==> src/rtl/pp_gen_pkg.sv <==
// Shared constants and types for the 8x8 partial-product generator.
// Build option: define PP_SIGNED_EN for two's-complement operands (see pp_row_gen).
package pp_gen_pkg;

  localparam int N  = 8;
  localparam int PW = 2 * N;

  typedef enum logic [1:0] {
    IDLE = 2'd0,
    GEN  = 2'd1,
    DONE = 2'd2
  } state_t;

  typedef logic [2:0] row_idx_t;

endpackage

==> src/rtl/pp_row_gen.sv <==
// Combinational generator for one partial-product row selected by a multiplier bit.
// PP_SIGNED_EN: sign-extend a and negate the top row (two's-complement weight of b[7]).
module pp_row_gen
  import pp_gen_pkg::*;
(
  input  logic [N-1:0]  a,
  input  logic          b_bit,
  input  row_idx_t      idx,
  output logic [PW-1:0] row
);

  logic [PW-1:0] shifted_s;

  // Row value: shifted multiplicand gated by the multiplier bit
  always_comb begin
    row = {PW{1'b0}};
`ifdef PP_SIGNED_EN
    shifted_s = {{N{a[N-1]}}, a} << idx;
    if (!b_bit) begin
      row = {PW{1'b0}};
    end else if (idx == 3'd7) begin
      // b[7] carries weight -2^7 in two's complement
      row = 16'h0000 - shifted_s;
    end else begin
      row = shifted_s;
    end
`else
    shifted_s = {8'h00, a} << idx;
    if (b_bit) begin
      row = shifted_s;
    end else begin
      row = {PW{1'b0}};
    end
`endif
  end

endmodule

==> src/rtl/pp_gen_8x8.sv <==
// Sequential 8x8 partial-product generator: one row per clock, bank held until consumed.
// Build option: PP_SIGNED_EN selects two's-complement operands.
module pp_gen_8x8
  import pp_gen_pkg::*;
(
  input  logic          clk,
  input  logic          rst_n,
  input  logic          in_valid,
  output logic          in_ready,
  input  logic [N-1:0]  a,
  input  logic [N-1:0]  b,
  output logic          out_valid,
  input  logic          out_ready,
  output logic [PW-1:0] p0,
  output logic [PW-1:0] p1,
  output logic [PW-1:0] p2,
  output logic [PW-1:0] p3,
  output logic [PW-1:0] p4,
  output logic [PW-1:0] p5,
  output logic [PW-1:0] p6,
  output logic [PW-1:0] p7,
  output logic          busy
);

  state_t        state_r, next_state_s;
  row_idx_t      cnt_r;
  logic [N-1:0]  a_r, b_r;
  logic [PW-1:0] rows_r [N];
  logic [PW-1:0] row_s;
  logic          out_valid_r, busy_r;
  logic          in_ready_s, accept_s;

  pp_row_gen u_row_gen (
    .a     (a_r),
    .b_bit (b_r[cnt_r]),
    .idx   (cnt_r),
    .row   (row_s)
  );

  // Next-state and handshake decode; DONE accepts a new pair only alongside a transfer
  always_comb begin
    next_state_s = state_r;
    in_ready_s   = 1'b0;
    case (state_r)
      IDLE: begin
        in_ready_s = 1'b1;
        if (in_valid) next_state_s = GEN;
        else          next_state_s = IDLE;
      end
      GEN: begin
        if (cnt_r == 3'd7) next_state_s = DONE;
        else               next_state_s = GEN;
      end
      DONE: begin
        in_ready_s = out_ready;
        if (out_ready) begin
          if (in_valid) next_state_s = GEN;
          else          next_state_s = IDLE;
        end else begin
          next_state_s = DONE;
        end
      end
      default: begin
        next_state_s = IDLE;
      end
    endcase
    accept_s = in_valid && in_ready_s;
  end

  // State register with status flags registered from the next state
  always_ff @(posedge clk) begin
    if (!rst_n) begin
      state_r     <= IDLE;
      out_valid_r <= 1'b0;
      busy_r      <= 1'b0;
    end else begin
      state_r     <= next_state_s;
      out_valid_r <= (next_state_s == DONE);
      busy_r      <= (next_state_s == GEN);
    end
  end

  // Operand capture, row counter and row bank
  always_ff @(posedge clk) begin
    if (!rst_n) begin
      cnt_r <= 3'd0;
      a_r   <= 8'h00;
      b_r   <= 8'h00;
      for (int i = 0; i < N; i++) rows_r[i] <= {PW{1'b0}};
    end else if (accept_s) begin
      cnt_r <= 3'd0;
      a_r   <= a;
      b_r   <= b;
      for (int i = 0; i < N; i++) rows_r[i] <= {PW{1'b0}};
    end else if (state_r == GEN) begin
      rows_r[cnt_r] <= row_s;
      cnt_r         <= cnt_r + 3'd1;
    end
  end

  assign in_ready  = in_ready_s;
  assign out_valid = out_valid_r;
  assign busy      = busy_r;
  assign p0 = rows_r[0];
  assign p1 = rows_r[1];
  assign p2 = rows_r[2];
  assign p3 = rows_r[3];
  assign p4 = rows_r[4];
  assign p5 = rows_r[5];
  assign p6 = rows_r[6];
  assign p7 = rows_r[7];

endmodule

==> config.mk <==
export PLATFORM = sky130hd
export DESIGN_NAME = pp_gen_8x8
export DESIGN_NICKNAME = d
export VERILOG_FILES = /design/src/rtl/pp_gen_pkg.sv /design/src/rtl/pp_row_gen.sv /design/src/rtl/pp_gen_8x8.sv
export SDC_FILE = /design/constraint.sdc
export NUM_CORES = 1
export LEC_CHECK = 0
export CAP_MARGIN = 20
export CELL_PAD_IN_SITES_DETAIL_PLACEMENT = 0
export CELL_PAD_IN_SITES_GLOBAL_PLACEMENT = 2
export CORE_AREA = 2 2 135 137
export CTS_CLUSTER_SIZE = 40
export DETAILED_ROUTE_END_ITERATION = 12
export DIE_AREA = 0 0 137 139
export PLACE_DENSITY_LB_ADDON = 0.2
export SYNTH_ARGS = -nofsm -noshare
export SYNTH_HDL_FRONTEND = slang
export SYNTH_SLANG_ARGS = --single-unit
==> constraint.sdc <==
create_clock -name clk -period 1.9 [get_ports clk]
set_input_delay 0.19 -clock clk [delete_from_list [all_inputs] [get_ports clk]]
set_output_delay 0.19 -clock clk [all_outputs]
set_load 0.05 [all_outputs]
==> reports/summary.md <==
The run finished with clean final reports. For the buffer levels on the longest clock path, the log shows 2. After global routing, the most crowded layer is met2. The total negative slack came out at 0 ps. In the layout the commonest cells are sky130_fd_sc_hd__clkdlybuf4s50_1, sky130_fd_sc_hd__edfxtp_1, sky130_fd_sc_hd__conb_1, sky130_fd_sc_hd__nor2_1, sky130_fd_sc_hd__nand2_1. The run gives 4 as the number of optimization iterations in the first detailed-route pass. Grouping stages by cell kind, the critical path spends the most delay in buffers and inverters. The post-synthesis sequential area ratio came out at 0.733. TritonCTS built the clock tree. The total CTS buffers came out at 17.

In this run the worst hold path is classified as in2reg. The number of cells on the worst reg-to-reg path is 4. The effective utilization at floorplan was 0.314. The total of fill cells in the finished design was 1632; the largest clock skew in the final design was 7.91 ps. The die is 139 um tall. The tools report the origin of the critical flop-to-flop path as cnt_r[1]. The highest-delay cell along the critical path is sky130_fd_sc_hd__clkdlybuf4s50_1.

The remaining antenna violation count was 0; the number of slew-limit violations in the final report was 0. Summing every instance area after synthesis gives 5550 sq um. In this run, synthesis produced a sequential element count of 143. The delay contributed by the slowest stage of the critical path is 810 ps, and the largest net degree at the start of global routing is 21.

The worst hold path terminates at a_r[4]. The share of the core filled with cells was 0.462; the register-to-register setup slack was 170 ps. Of all cell types, the one taking the most synthesized area is sky130_fd_sc_hd__edfxtp_1.

For the H-tree level count, the log shows 4. Post-CTS repair changed the size of 0 cells. The synthesized instance count was 385. The overall die area was 19000 sq um. Input and output buffers added on the ports amount to 142.

The congestion estimate from routability-driven global placement came to 0.839. Relative to the synthesized area, the layout overhead comes to 47.2%. The synthesized-area fraction occupied by adder cells is 0.00451. The total overflow left after global routing is 0. The CTS clock-pin slew for the worst setup and hold paths was 60 ps; the number of clock sinks was 143. The main combinational cell family by area after synthesis was simple AND/OR/NAND/NOR gates. Detailed-route wire length per cell: 15.3 um.

Summing all multi-input logic gate instances after layout gives 1530 sq um. The sequential cell area is 4060 sq um. The met3 track utilization from global routing came out at 0.0347. The worst path in the final design needs a cycle of 1780 ps, including I/O delays and setup. For the detailed-route wire length, the log shows 13.1 mm. The top cell type's share of synthesized area was 0.650; the HPWL after detailed placement was 9.83 mm. The number of cells on the worst hold path is 3.

The most common library cell in the layout ignoring fill and taps was sky130_fd_sc_hd__clkdlybuf4s50_1. The via-per-instance ratio is 4.28. For this block, the initial DRC count from the detailed router was 166. The pin slew with the least headroom to its limit is 566 ps, and the area inside the core boundary is 17700 sq um. The predominant post-synthesis flop cell is sky130_fd_sc_hd__edfxtp_1. The first global-routing pass estimated 20.3 mm of wire. The synthesized-area fraction occupied by and/or/nand/nor cells works out to 0.129. The hold violation count in the final report came out at 0. Across all setup checks in the final design, the least slack found is 119 ps. STA classifies the critical path endpoint as an output port. The critical path in this run is classified as reg2out.

At the later pin of the worst-skew pair, clock insertion delay measures 410 ps. Ranked by total cell area, the synthesized netlist is headed by sky130_fd_sc_hd__edfxtp_1, sky130_fd_sc_hd__dfxtp_1, sky130_fd_sc_hd__nor2_1. The source of the worst hold timing path was a[4]. In this run, synthesis inferred 120 flip-flops with an integrated enable.

The worst setup path is launched from a flop. The portion of the clock cycle consumed by the worst path in the final layout is 0.937, and the via count of the first global-routing pass is 3615. The fraction of met2 tracks used by global routing was 0.225. Counting distinct cell types in the post-synthesis netlist gives 43. Setup repair after global routing left no endpoint under its margin.

The initial antenna violation count is 0, and the overall track demand over capacity in global routing is 0.144. STA puts the critical path data arrival time at 1590 ps. OpenSTA, run right after detailed placement, puts the worst setup slack at 53.9 ps. Traced cell by cell, the critical path runs through clkdlybuf4s50_1. The critical-path maximum fanout was 1; the power density over cell area was 1000 nW/um^2.

Max-cap violations in this run came to 0. Number of buffers and inverters on the critical path: 1. The maximum vdd ir drop was 0.651 mV; the share of the synthesized netlist area taken by xor and xnor gates was 0.00158. The number of antenna cells inserted was 0; the static leakage was 2.96 nW.

For this design, the CTS-stage hold fixing added 0 buffers. The post-synthesis mux area share is 0.0433, and the number of ports placed on the die boundary is 151. The buffers inserted during post-CTS setup optimization came out at 0.

The async set-or-reset flop fraction in the synthesized netlist was 0; the required time reported for the critical path endpoint was 1710 ps. For this run, the number of Yosys warnings is 0. The share of cells above drive strength 1 works out to 0.141. In the final design database the tool counted 639 nets.

The average instance area after synthesis is 14.4 sq um. The complex-gate fraction of the synthesized area works out to 0.0537. The design draws 8.18 mW.

Worst hold margin: 351 ps. The root buffer cell chosen for the clock tree is sky130_fd_sc_hd__clkbuf_16. Fmax: 562 MHz. The die is 137 um wide. The met1 demand-to-capacity share in global routing came out at 0.195.

Across all layers, the routed design uses 3670 vias. The initialized floorplan defines 49 standard-cell rows. The tools report the reg-to-reg endpoint as rows_r[4][9]. Relative slew slack: 0.621.

The DRC violations left is 0, and the setup violation total in the final timing report is 0.
## cell type report
cell class                 count  area share
clock buffer                  19      0.0530
clock inverter                12      0.0149
inverter                       6     0.00276
multi-input combinational    273       0.187
sequential                   143       0.498
tap                          229      0.0351
timing repair buffer         176       0.209
## per-stage QoR
step | cells | instance area, sq um
final | 858 | 8170
after global routing | 858 | 8170
after global placement | 827 | 7610
after floorplan | 448 | 5780
after CTS | 858 | 8170
after detailed placement | 827 | 7610
## synth_stat cells, types with 2 or more instances
cell	n
sky130_fd_sc_hd__edfxtp_1	120
sky130_fd_sc_hd__nor2_1	45
sky130_fd_sc_hd__nand2_1	35
sky130_fd_sc_hd__dfxtp_1	23
sky130_fd_sc_hd__nand3_1	22
sky130_fd_sc_hd__a21boi_0	18
sky130_fd_sc_hd__o21ai_0	17
sky130_fd_sc_hd__buf_4	13
sky130_fd_sc_hd__nor3_1	11
sky130_fd_sc_hd__mux2_2	10
sky130_fd_sc_hd__nor4_1	8
sky130_fd_sc_hd__inv_1	6
sky130_fd_sc_hd__mux2i_1	6
sky130_fd_sc_hd__buf_2	5
sky130_fd_sc_hd__nor2b_1	5
sky130_fd_sc_hd__clkbuf_1	4
sky130_fd_sc_hd__mux2i_4	3
sky130_fd_sc_hd__nand4_1	3
sky130_fd_sc_hd__nor3_2	3
sky130_fd_sc_hd__and3_1	2
sky130_fd_sc_hd__and3b_1	2
sky130_fd_sc_hd__buf_6	2
sky130_fd_sc_hd__ha_1	2
## power by group
| part | switching, mW | total [mW] | internal, mW |
|---|---|---|---|
| Combinational | 0.945 | 1.37 | 0.426 |
| Clock | 1.20 | 3.11 | 1.91 |
| Sequential | 0.0838 | 3.70 | 3.62 |
| Total | 2.23 | 8.18 | 5.95 |
## worst max-delay path by stage
stage                  startpoint       endpoint  slack (ps)  cells after the start
detailed placement          rst_n   rows_r[4][1]          50                      6
global placement            rst_n  rows_r[0][14]          80                      6
floorplan                cnt_r[1]   rows_r[7][0]         160                      5
CTS                 rows_r[7][14]         p7[14]          90                      1
global route           state_r[1]       in_ready          30                      3
finish              rows_r[7][14]         p7[14]         120                      1
## cell families after synthesis
logic type                 after synthesis
other                                    1
muxes                                   19
buffers and inverters                   32
xor gates and xnor gates                 1
DFF                                    143
adders and majority gates                2
and+or+nand+nor                        145
AOI/OAI and AO/OA                       42
## registers in the layout, indices dropped and copies added, names as in the netlist
signal,flops
cnt_r,3
state_r,2
out_valid,1
b_r,8
busy,1
rows_r,120
a_r,8
## layer usage
| layer | wire, um | vias up |
|---|---|---|
| li1 | - | 1807 |
| met4 | 210 | 0 |
| met2 | 6150 | 129 |
| met1 | 5980 | 1716 |
| met3 | 790 | 18 |
| met5 | 0 | - |
(Power assumes the default switching activity.)
